--- config.mk ---
export PLATFORM = sky130hd
export DESIGN_NAME = irq_ctrl_flat
export DESIGN_NICKNAME = d
export VERILOG_FILES = /design/src/rtl/irq_ctrl_pkg.sv /design/src/rtl/irq_ctrl_if.sv /design/src/rtl/irq_prio_enc.sv /design/src/rtl/irq_ctrl.sv /design/src/flat_wrapper.sv
export SDC_FILE = /design/constraint.sdc
export NUM_CORES = 1
export LEC_CHECK = 0
export CORE_MARGIN = 2
export CORE_UTILIZATION = 57
export CTS_CLUSTER_DIAMETER = 80
export CTS_CLUSTER_SIZE = 10
export DETAILED_ROUTE_END_ITERATION = 16
export DONT_BUFFER_PORTS = 1
export PLACE_DENSITY = 0.75
export SYNTH_ARGS = -nofsm -noshare
export SYNTH_HDL_FRONTEND = slang
export SYNTH_HIERARCHICAL = 1
export SYNTH_SLANG_ARGS = --single-unit
--- constraint.sdc ---
create_clock -name clk -period 1.25 [get_ports clk]
set_input_delay 0.1875 -clock clk [delete_from_list [all_inputs] [get_ports clk]]
set_output_delay 0.1875 -clock clk [all_outputs]
set_load 0.05 [all_outputs]
--- src/rtl/irq_ctrl_pkg.sv ---
// Shared definitions for the memory-mapped interrupt controller:
// register offsets within the 16-byte window and FSM state encoding.
package irq_ctrl_pkg;

  localparam logic [3:0] IRQ_ACK  = 4'h0;
  localparam logic [3:0] IRQ_MASK = 4'h4;
  localparam logic [3:0] IRQ_PEND = 4'h8;
  localparam logic [3:0] IRQ_STAT = 4'hC;

  // Encoding is software-visible through STATUS[5:4].
  typedef enum logic [1:0] {
    ST_IDLE   = 2'd0,
    ST_ASSERT = 2'd1,
    ST_GAP    = 2'd2
  } irq_state_e;

endpackage

--- src/rtl/irq_ctrl_if.sv ---
// Data-bus slice seen by the interrupt controller (CPU M-stage address/store
// lanes in, combinational read data out).
interface irq_ctrl_if;
  logic [31:0] m_addr;
  logic [31:0] m_wdata;
  logic [3:0]  m_byteen;
  logic [31:0] m_rdata;

  modport master (output m_addr, m_wdata, m_byteen, input m_rdata);
  modport slave  (input m_addr, m_wdata, m_byteen, output m_rdata);
endinterface

--- src/rtl/irq_prio_enc.sv ---
// Combinational priority encoder: reports whether any bit is set and the
// index of the lowest set bit.
module irq_prio_enc #(
  parameter int N = 6
) (
  input  logic [N-1:0] vec,
  output logic         any,
  output logic [3:0]   idx
);

  // Scan from the top so the lowest set index is the last one written.
  always_comb begin
    any = 1'b0;
    idx = 4'd0;
    for (int i = N - 1; i >= 0; i--) begin
      if (vec[i]) begin
        any = 1'b1;
        idx = 4'(i);
      end
    end
  end

endmodule

--- src/rtl/irq_ctrl.sv ---
// Interrupt controller: edge-latched pending bits, mask, lowest-index
// arbitration and a held interrupt line released by a store to ACK.
module irq_ctrl
  import irq_ctrl_pkg::*;
#(
  parameter int          N_SRC = 6,
  parameter logic [31:0] BASE  = 32'h7F20
) (
  input  logic             clk,
  input  logic             reset,
  input  logic [N_SRC-1:0] irq_src,
  irq_ctrl_if.slave        bus,
  output logic             irq_out,
  output logic [3:0]       irq_id
);

  irq_state_e       state, state_nxt;
  logic [3:0]       id_nxt;
  logic [N_SRC-1:0] src_q, pending, mask;
  logic [N_SRC-1:0] edge_v, be_bits, wdata_n, w1c, ack_clr, req, mask_new;
  logic             hit, wr, ack_wr, mask_wr, pend_wr, ack_now, req_any;
  logic [3:0]       off, req_idx;
  logic             unused_bits;

  assign hit     = bus.m_addr[31:4] == BASE[31:4];
  assign off     = {bus.m_addr[3:2], 2'b00};
  assign wr      = hit && (bus.m_byteen != 4'h0);
  assign ack_wr  = wr && (off == IRQ_ACK);
  assign mask_wr = wr && (off == IRQ_MASK);
  assign pend_wr = wr && (off == IRQ_PEND);
  assign ack_now = ack_wr && (state == ST_ASSERT);

  for (genvar g = 0; g < N_SRC; g++) begin : g_be
    assign be_bits[g] = bus.m_byteen[g/8];
  end

  assign wdata_n     = bus.m_wdata[N_SRC-1:0];
  assign unused_bits = ^{bus.m_addr[1:0], bus.m_wdata[31:N_SRC]};

  assign edge_v   = irq_src & ~src_q;
  assign w1c      = pend_wr ? (wdata_n & be_bits) : '0;
  assign ack_clr  = ack_now ? (N_SRC'(1) << irq_id) : '0;
  assign mask_new = (mask & ~be_bits) | (wdata_n & be_bits);
  assign req      = pending & mask;

  irq_prio_enc #(.N(N_SRC)) u_prio (
    .vec (req),
    .any (req_any),
    .idx (req_idx)
  );

  // src_q keeps sampling through reset so a level held across reset is not an edge.
  always_ff @(posedge clk) src_q <= irq_src;

  // A new edge overrides both software clears in the same cycle.
  always_ff @(posedge clk) begin
    if (reset) begin
      pending <= '0;
      mask    <= '0;
    end else begin
      pending <= (pending & ~w1c & ~ack_clr) | edge_v;
      if (mask_wr) mask <= mask_new;
    end
  end

  always_comb begin
    state_nxt = state;
    id_nxt    = irq_id;
    unique case (state)
      ST_IDLE: begin
        if (req_any) begin
          state_nxt = ST_ASSERT;
          id_nxt    = req_idx;
        end
      end
      ST_ASSERT: if (ack_now) state_nxt = ST_GAP;
      ST_GAP:    state_nxt = ST_IDLE;
      default:   state_nxt = ST_IDLE;
    endcase
  end

  // irq_out comes straight from a flop so CP0 never sees decode glitches.
  always_ff @(posedge clk) begin
    if (reset) begin
      state   <= ST_IDLE;
      irq_id  <= 4'd0;
      irq_out <= 1'b0;
    end else begin
      state   <= state_nxt;
      irq_id  <= id_nxt;
      irq_out <= (state_nxt == ST_ASSERT);
    end
  end

  always_comb begin
    bus.m_rdata = 32'h0;
    if (hit) begin
      unique case (off)
        IRQ_MASK: bus.m_rdata = 32'(mask);
        IRQ_PEND: bus.m_rdata = 32'(pending);
        IRQ_STAT: bus.m_rdata = {26'b0, state, irq_id};
        default:  bus.m_rdata = 32'h0;
      endcase
    end
  end

endmodule

--- src/flat_wrapper.sv ---
// flat-port wrapper written by rule: the top's interface ports become plain ports
module irq_ctrl_flat import irq_ctrl_pkg::*;
#(
  parameter int          N_SRC = 6,
  parameter logic [31:0] BASE  = 32'h7F20
)
  (clk, reset, irq_src, irq_out, irq_id, bus_m_addr, bus_m_wdata, bus_m_byteen, bus_m_rdata);
  irq_ctrl_if bus_i ();
  input  logic clk;
  input  logic reset;
  input  logic [N_SRC-1:0] irq_src;
  output logic irq_out;
  output logic [3:0] irq_id;
  input wire logic [$bits(bus_i.m_addr)-1:0] bus_m_addr;
  input wire logic [$bits(bus_i.m_wdata)-1:0] bus_m_wdata;
  input wire logic [$bits(bus_i.m_byteen)-1:0] bus_m_byteen;
  output wire logic [$bits(bus_i.m_rdata)-1:0] bus_m_rdata;
  assign bus_i.m_addr = bus_m_addr;
  assign bus_i.m_wdata = bus_m_wdata;
  assign bus_i.m_byteen = bus_m_byteen;
  assign bus_m_rdata = bus_i.m_rdata;
  irq_ctrl #(.N_SRC(N_SRC), .BASE(BASE)) u_core (.clk(clk), .reset(reset), .irq_src(irq_src), .bus(bus_i), .irq_out(irq_out), .irq_id(irq_id));
endmodule
==> flow_summary.ini, run 1 <==
[place]
gp_congestion = 0.892
dp_cells = 251
post-dp-hpwl_mm = 3.29
portBuffers = 0

[clock_network]
clockBufferDepth = 2
clk-insertion-delay-late_ns = 0.33
root_buffer = clkbuf_4
cts.sinks = 25
cts_tree = built
ctsHtreeMaxLevel = 1
cts_buffers = 3
clkTransAtPathRegs_ns = 0.16

[synth]
synth-main-ff-cell = dfxtp_1
synth_mux_area_frac = 0.0647
synth-edff-count = 0
yosysSeqAreaShare = 0.301
synthAdderAreaFrac = 0
synth_compound_area_frac = 0.120
yosysTopAreaCell = dfxtp_1
postSynthCellCount = 196
yosysUniqueCellTypes = 42
yosysWarnings = 6
synthXorXnorAreaFrac = 0
synth-async-reset-ratio = 0
ys_ff_latch = 25
yosysTopAreaCellShare = 0.301
yosys.area_share.simple = 0.344
synth_area_leaders = dfxtp_1 (30%), buf_4 (14%), nor2_1 (4.3%), nand4_1 (4.1%), mux2_2 (4.1%)
synth_top_family_by_area = simple AND/OR/NAND/NOR gates
avgSynthCellArea_sq_um = 8.48
synth_area_sq_um = 1660

[global_routing]
grt_pass1_wl_mm = 8.58
grt.total_usage = 0.344
grt_pass1_vias = 1668
grt_max_degree = 16
grt.overflow.total = 0
antenna_found_initial = 0

[status]
status = finished with violations
violations = negative setup slack

[routing]
vias_per_cell = 6.71
num_vias = 1851
drc = 0
routed_wl_mm = 6.23
wl_per_cell_um = 22.6
drtIter0Drc = 194
drt_pre_antenna_iters = 5
postRouteAntennaNets = 0

[timing]
max_freq_ghz = 0.627
rsz0062_at_grt = yes
max_slew.worst_pin.slew_ns = 0.720
period_share = 1.28
fin_skew_ns = 0.00837
fin_crit_ns = 1.59
slew_violations = 0
max_slew_margin = 0.519
hold_viol = 0
worst_slack_ns = -0.344
setup_viol = 19

[critical_path]
cpPeakStageDelay_ns = 0.37
crit_slowest_cell = dfxtp_2
cp-startpoint = u_core/state[1]
r2r_cells = 6
crit_chain = mux2_2 -> a22oi_2 -> nor2_4 -> buf_12
rrSetupSlack_ns = -0.25
crit_required_ns = 1.06
critPathCaptureType = primary output
r2r_end = u_core/irq_id[0]
worstSetupEndpoint = bus_m_rdata[5]
crit_type = flip-flop to primary output
worst_ep_arrival_time_ns = 1.41
startpoint_type = flip-flop
path_max_fanout = 2

[die]
start_util = 0.603
fp.dieH_um = 58.0
fp.dieW_um = 58.0
rows = 19
num_io_pins = 113
fp.coreArea_sq_um = 2760
die_area_sq_um = 3370

[layout]
drive_gt1_frac = 0.502
nets = 322
final_util = 0.897
filler_cell_count = 117
antenna_cells = 0
layout.cells.non_filler = 276
syn2layout_area_growth_pct = 48.8

[power]
peakVddDrop_v = 0.000872
pwr_density_cell_nw_per_um2 = 634
static-leakage-power_nw = 0.975

[worst_hold_path]
hp-start = reset
min_path_type = input pin to flip-flop

[run]
maxCapViolations = 0
==> cell families (layout without fill, tap and decap cells) <==
kind of cell,Yosys count,in the layout
compound gates,33,33
other cells,2,27
flops,25,25
simple gates,87,87
buf+inv,39,63
mux,10,10
==> per-layer routing <==
layer	vias up	global-route usage	wire, um
li1	758	-	-
met1	849	0.410	2190
met2	200	0.576	2950
met3	44	0.0804	761
met4	0	0.176	328
met5	-	0	0
==> worst min-delay path by stage <==
stage                              to  cells past startpoint  slack (ns)
floorplan             u_core/src_q[0]                      0        0.22
global route        u_core/pending[2]                      3       0.001
finish              u_core/pending[2]                      3       0.006
CTS                         flip-flop                      2       0.004
detailed placement    u_core/src_q[0]                      0        0.22
global placement      u_core/src_q[1]                      0        0.22
==> through the flow <==
step	instance area [sq um]	total power, mW	worst slack [ns]	hold WS (ns)	setup TNS [ns]
finish	2470	1.57	-0.344	0.00584	-3.66
global route	2470	1.60	-0.372	0.00136	-4.69
CTS	2370	1.53	-0.338	0.00397	-3.14
detailed placement	1980	1.12	-0.204	0.215	-3.54
global placement	1980	1.11	-0.164	0.215	-2.51
floorplan	1870	1.16	-0.195	0.215	-1.55
==> cells in the final DEF (no fill, tap or decap), types with 5 or more instances in the layout <==
| cell type | Yosys | layout |
|---|---|---|
| a21oi_1 | 8 | 7 |
| buf_12 | 0 | 6 |
| o21ai_0 | 12 | 8 |
| buf_6 | 2 | 8 |
| nand2_1 | 10 | 8 |
| nor2_4 | 0 | 9 |
| conb_1 | 2 | 27 |
| dlygate4sd3_1 | 0 | 10 |
| nor4_2 | 2 | 5 |
| dfxtp_1 | 25 | 11 |
| mux2_4 | 0 | 5 |
| a22oi_2 | 0 | 6 |
| and2_4 | 0 | 6 |
| dfxtp_2 | 0 | 10 |
| nor2_1 | 19 | 10 |
| nand4_1 | 11 | 11 |
| buf_4 | 30 | 30 |
==> Yosys cell counts, drive strengths merged, types with 2 or more instances <==
master,n
buf,34
dfxtp,25
nor2,19
o21ai,14
nand2,12
nand4,12
nor4,9
a21oi,8
a22oi,6
and2,6
mux2,6
nor3,5
mux2i,4
nor2b,4
nor3b,4
o311ai,4
clkbuf,3
nand3,3
nor4b,3
conb,2
inv,2
or4,2
==> final cells by class <==
type                       count  area (sq um)  area share
clock inverter                 1          7.51     0.00303
tap                           31          38.8      0.0157
inverter                       2          7.51     0.00303
timing repair buffer          57           581       0.235
sequential                    25           528       0.213
multi-input combinational    157          1290       0.521
clock buffer                   3          22.5     0.00910
==> critical path: cells and delay by family (launching register included) <==
family,cells,cell delay [ns]
DFF,1,0.37
buffers and inverters,1,0.15
muxes,1,0.29
AOI/OAI and AO/OA,1,0.20
and+or+nand+nor,1,0.06
==> power by group <==
part	switching [mW]	leakage, nW	internal (mW)
logic	0.253	0.748	0.0861
clock network	0.280	0.0139	0.122
registers	0.0119	0.213	0.814
total	0.545	0.975	1.02
==> repair_timing <==
item,4_1_cts,5_1_grt
setup buffers,10,3
pin swaps,27,15
endpoints found under the setup margin,18,23
resized for setup,49,24
endpoints found under the hold margin,23,0
hold buffers,10,0
(Power assumes the default switching activity.)
==> run 2: changes to the inputs <==
- CORE_UTILIZATION: 57 -> 45
- PLACE_DENSITY: 0.75 -> 0.6
- RECOVER_POWER: not set -> 25
- clock period: 1.25 -> 1.65 ns (I/O delays scaled with it)
==> run 2 against run 1 <==
  * The run now ends clean
  * Clock power down 10%
  * Clock skew down 0.0058 ns
  * Via count down 20%
  * Largest cell class unchanged
  * Largest power group unchanged
==> flow_summary.ini, run 2 (synthesis gave the netlist of run 1 again) <==
[place]
pre_cts_slack_ns = 0.0572
dp_cells = 253
gp_congestion = 0.837
post-dp-hpwl_mm = 3.33
place_area_sq_um = 1800
portBuffers = 0

[global_routing]
grt_pass1_vias = 1453
grt.overflow.total = 0
antenna_found_initial = 0
grt_pass1_wl_mm = 6.76
grt.total_usage = 0.205
grt_max_degree = 19

[critical_path]
crit_type = flip-flop to primary output
r2r_start = u_core/pending[0]
worst_ep_arrival_time_ns = 1.35
r2r_end = u_core/irq_id[0]
rrSetupSlack_ns = 0.11
path_max_fanout = 4
startpoint_type = flip-flop
crit_slowest_cell = dfxtp_1
r2r_cells = 6
crit_required_ns = 1.40
crit_chain = mux2_2 -> a22oi_1 -> nor2_2 -> buf_12
cpPeakStageDelay_ns = 0.35
critPathCaptureType = primary output

[timing]
fin_skew_ns = 0.00259
max_slew.worst_pin.slew_ns = 0.597
setup_viol = 0
tns_ns = 0
whs_ns = 0.0371
rsz0062_at_grt = yes
fin_crit_ns = 1.59
hold_viol = 0
period_share = 0.966
max_freq_ghz = 0.628
slew_violations = 0
max_slew_margin = 0.603
worst_slack_ns = 0.0566

[clock_network]
cts.sinks = 25
cts_tree = built
cts_buffers = 3
ctsHtreeMaxLevel = 1
clockBufferDepth = 2
clk-insertion-delay-late_ns = 0.26
clkTransAtPathRegs_ns = 0.09
root_buffer = clkbuf_8

[layout]
filler_cell_count = 347
drive_gt1_frac = 0.242
syn2layout_area_growth_pct = 14.6
mostFrequentLayoutCell = conb_1
nets = 292
postLayoutCellArea_sq_um = 1910
layout.cells.non_filler = 263
final_util = 0.528
multi_input_area_sq_um = 1000
regArea_sq_um = 503
antenna_cells = 0
mostFrequentLayoutCells = conb_1 (27), dfxtp_1 (23), buf_4 (14)

[die]
die_area_sq_um = 4200
fp.dieW_um = 64.8
start_util = 0.461
rows = 22
fp.coreArea_sq_um = 3610
num_io_pins = 113
fp.dieH_um = 64.8

[routing]
wl_per_cell_um = 15.8
drc = 0
num_vias = 1479
vias_per_cell = 5.62
drt_pre_antenna_iters = 4
postRouteAntennaNets = 0
routed_wl_mm = 4.15
drtIter0Drc = 81

[worst_hold_path]
hp-start = reset
hold_path_depth = 1
min_path_type = input pin to flip-flop
hold_end = u_core/irq_id[1]

[status]
status = finished, final reports clean

[run]
maxCapViolations = 0

[power]
peakVddDrop_v = 0.000338
power_mw = 1.20
pwr_density_cell_nw_per_um2 = 629
static-leakage-power_nw = 0.714
## run 2: cell count changes in the layout (fill, tap and decap cells not counted), moves of 6 or more
cell	change
buf_6	-8
buf_4	-16
nor2_4	-9
and2_4	-6
nor4_1	+6
dfxtp_2	-8
dfxtp_1	+12
nor2_2	+6
and2_1	+6
## run 2: how the worst max path moves through the flow
stage / from / end / slack (ns) / cells past startpoint
floorplan: bus_m_addr[4] / bus_m_rdata[0] / -0.08 / 5
global placement: bus_m_addr[19] / bus_m_rdata[4] / 0.08 / 5
detailed placement: bus_m_addr[19] / bus_m_rdata[5] / 0.06 / 5
CTS: u_core/state[1] / bus_m_rdata[5] / 0.05 / 4
global route: u_core/pending[1] / u_core/irq_id[0] / -0.008 / 6
finish: u_core/state[0] / bus_m_rdata[4] / 0.06 / 4
## run 2: cell type report
| type | count | share of cell area |
|---|---|---|
| flip-flops and latches | 25 | 0.264 |
| well taps | 48 | 0.0315 |
| clock buffers | 3 | 0.0217 |
| multi-input cells | 157 | 0.525 |
| repair buffers | 27 | 0.152 |
| inverters | 2 | 0.00394 |
| clock inverters | 1 | 0.00263 |
## run 2: timing repair
item | in CTS | in global routing
setup buffers | 0 | 0
setup endpoints to repair | 0 | 5
hold buffers | 6 | 0
gates resized for setup | 0 | 3
endpoints found under the hold margin | 6 | 0
## run 2: layer usage
layer,up-vias,wire length [um],GRT usage
met4,0,50,0.0399
met5,-,0,0
met3,6,397,0.0365
met2,88,2070,0.370
met1,688,1640,0.254
li1,697,-,-
## run 2: where the power goes
group	leakage [nW]	internal [mW]	switching [mW]
Clock	0.0255	0.169	0.192
Sequential	0.206	0.622	0.0123
Combinational	0.482	0.0445	0.159
## run 2: critical path, delay by kind of cell, from the launching register on
family | cells | cell delay (ns)
buffers and inverters | 1 | 0.15
and+or+nand+nor | 1 | 0.08
muxes | 1 | 0.27
DFF | 1 | 0.35
AOI/OAI and AO/OA | 1 | 0.22
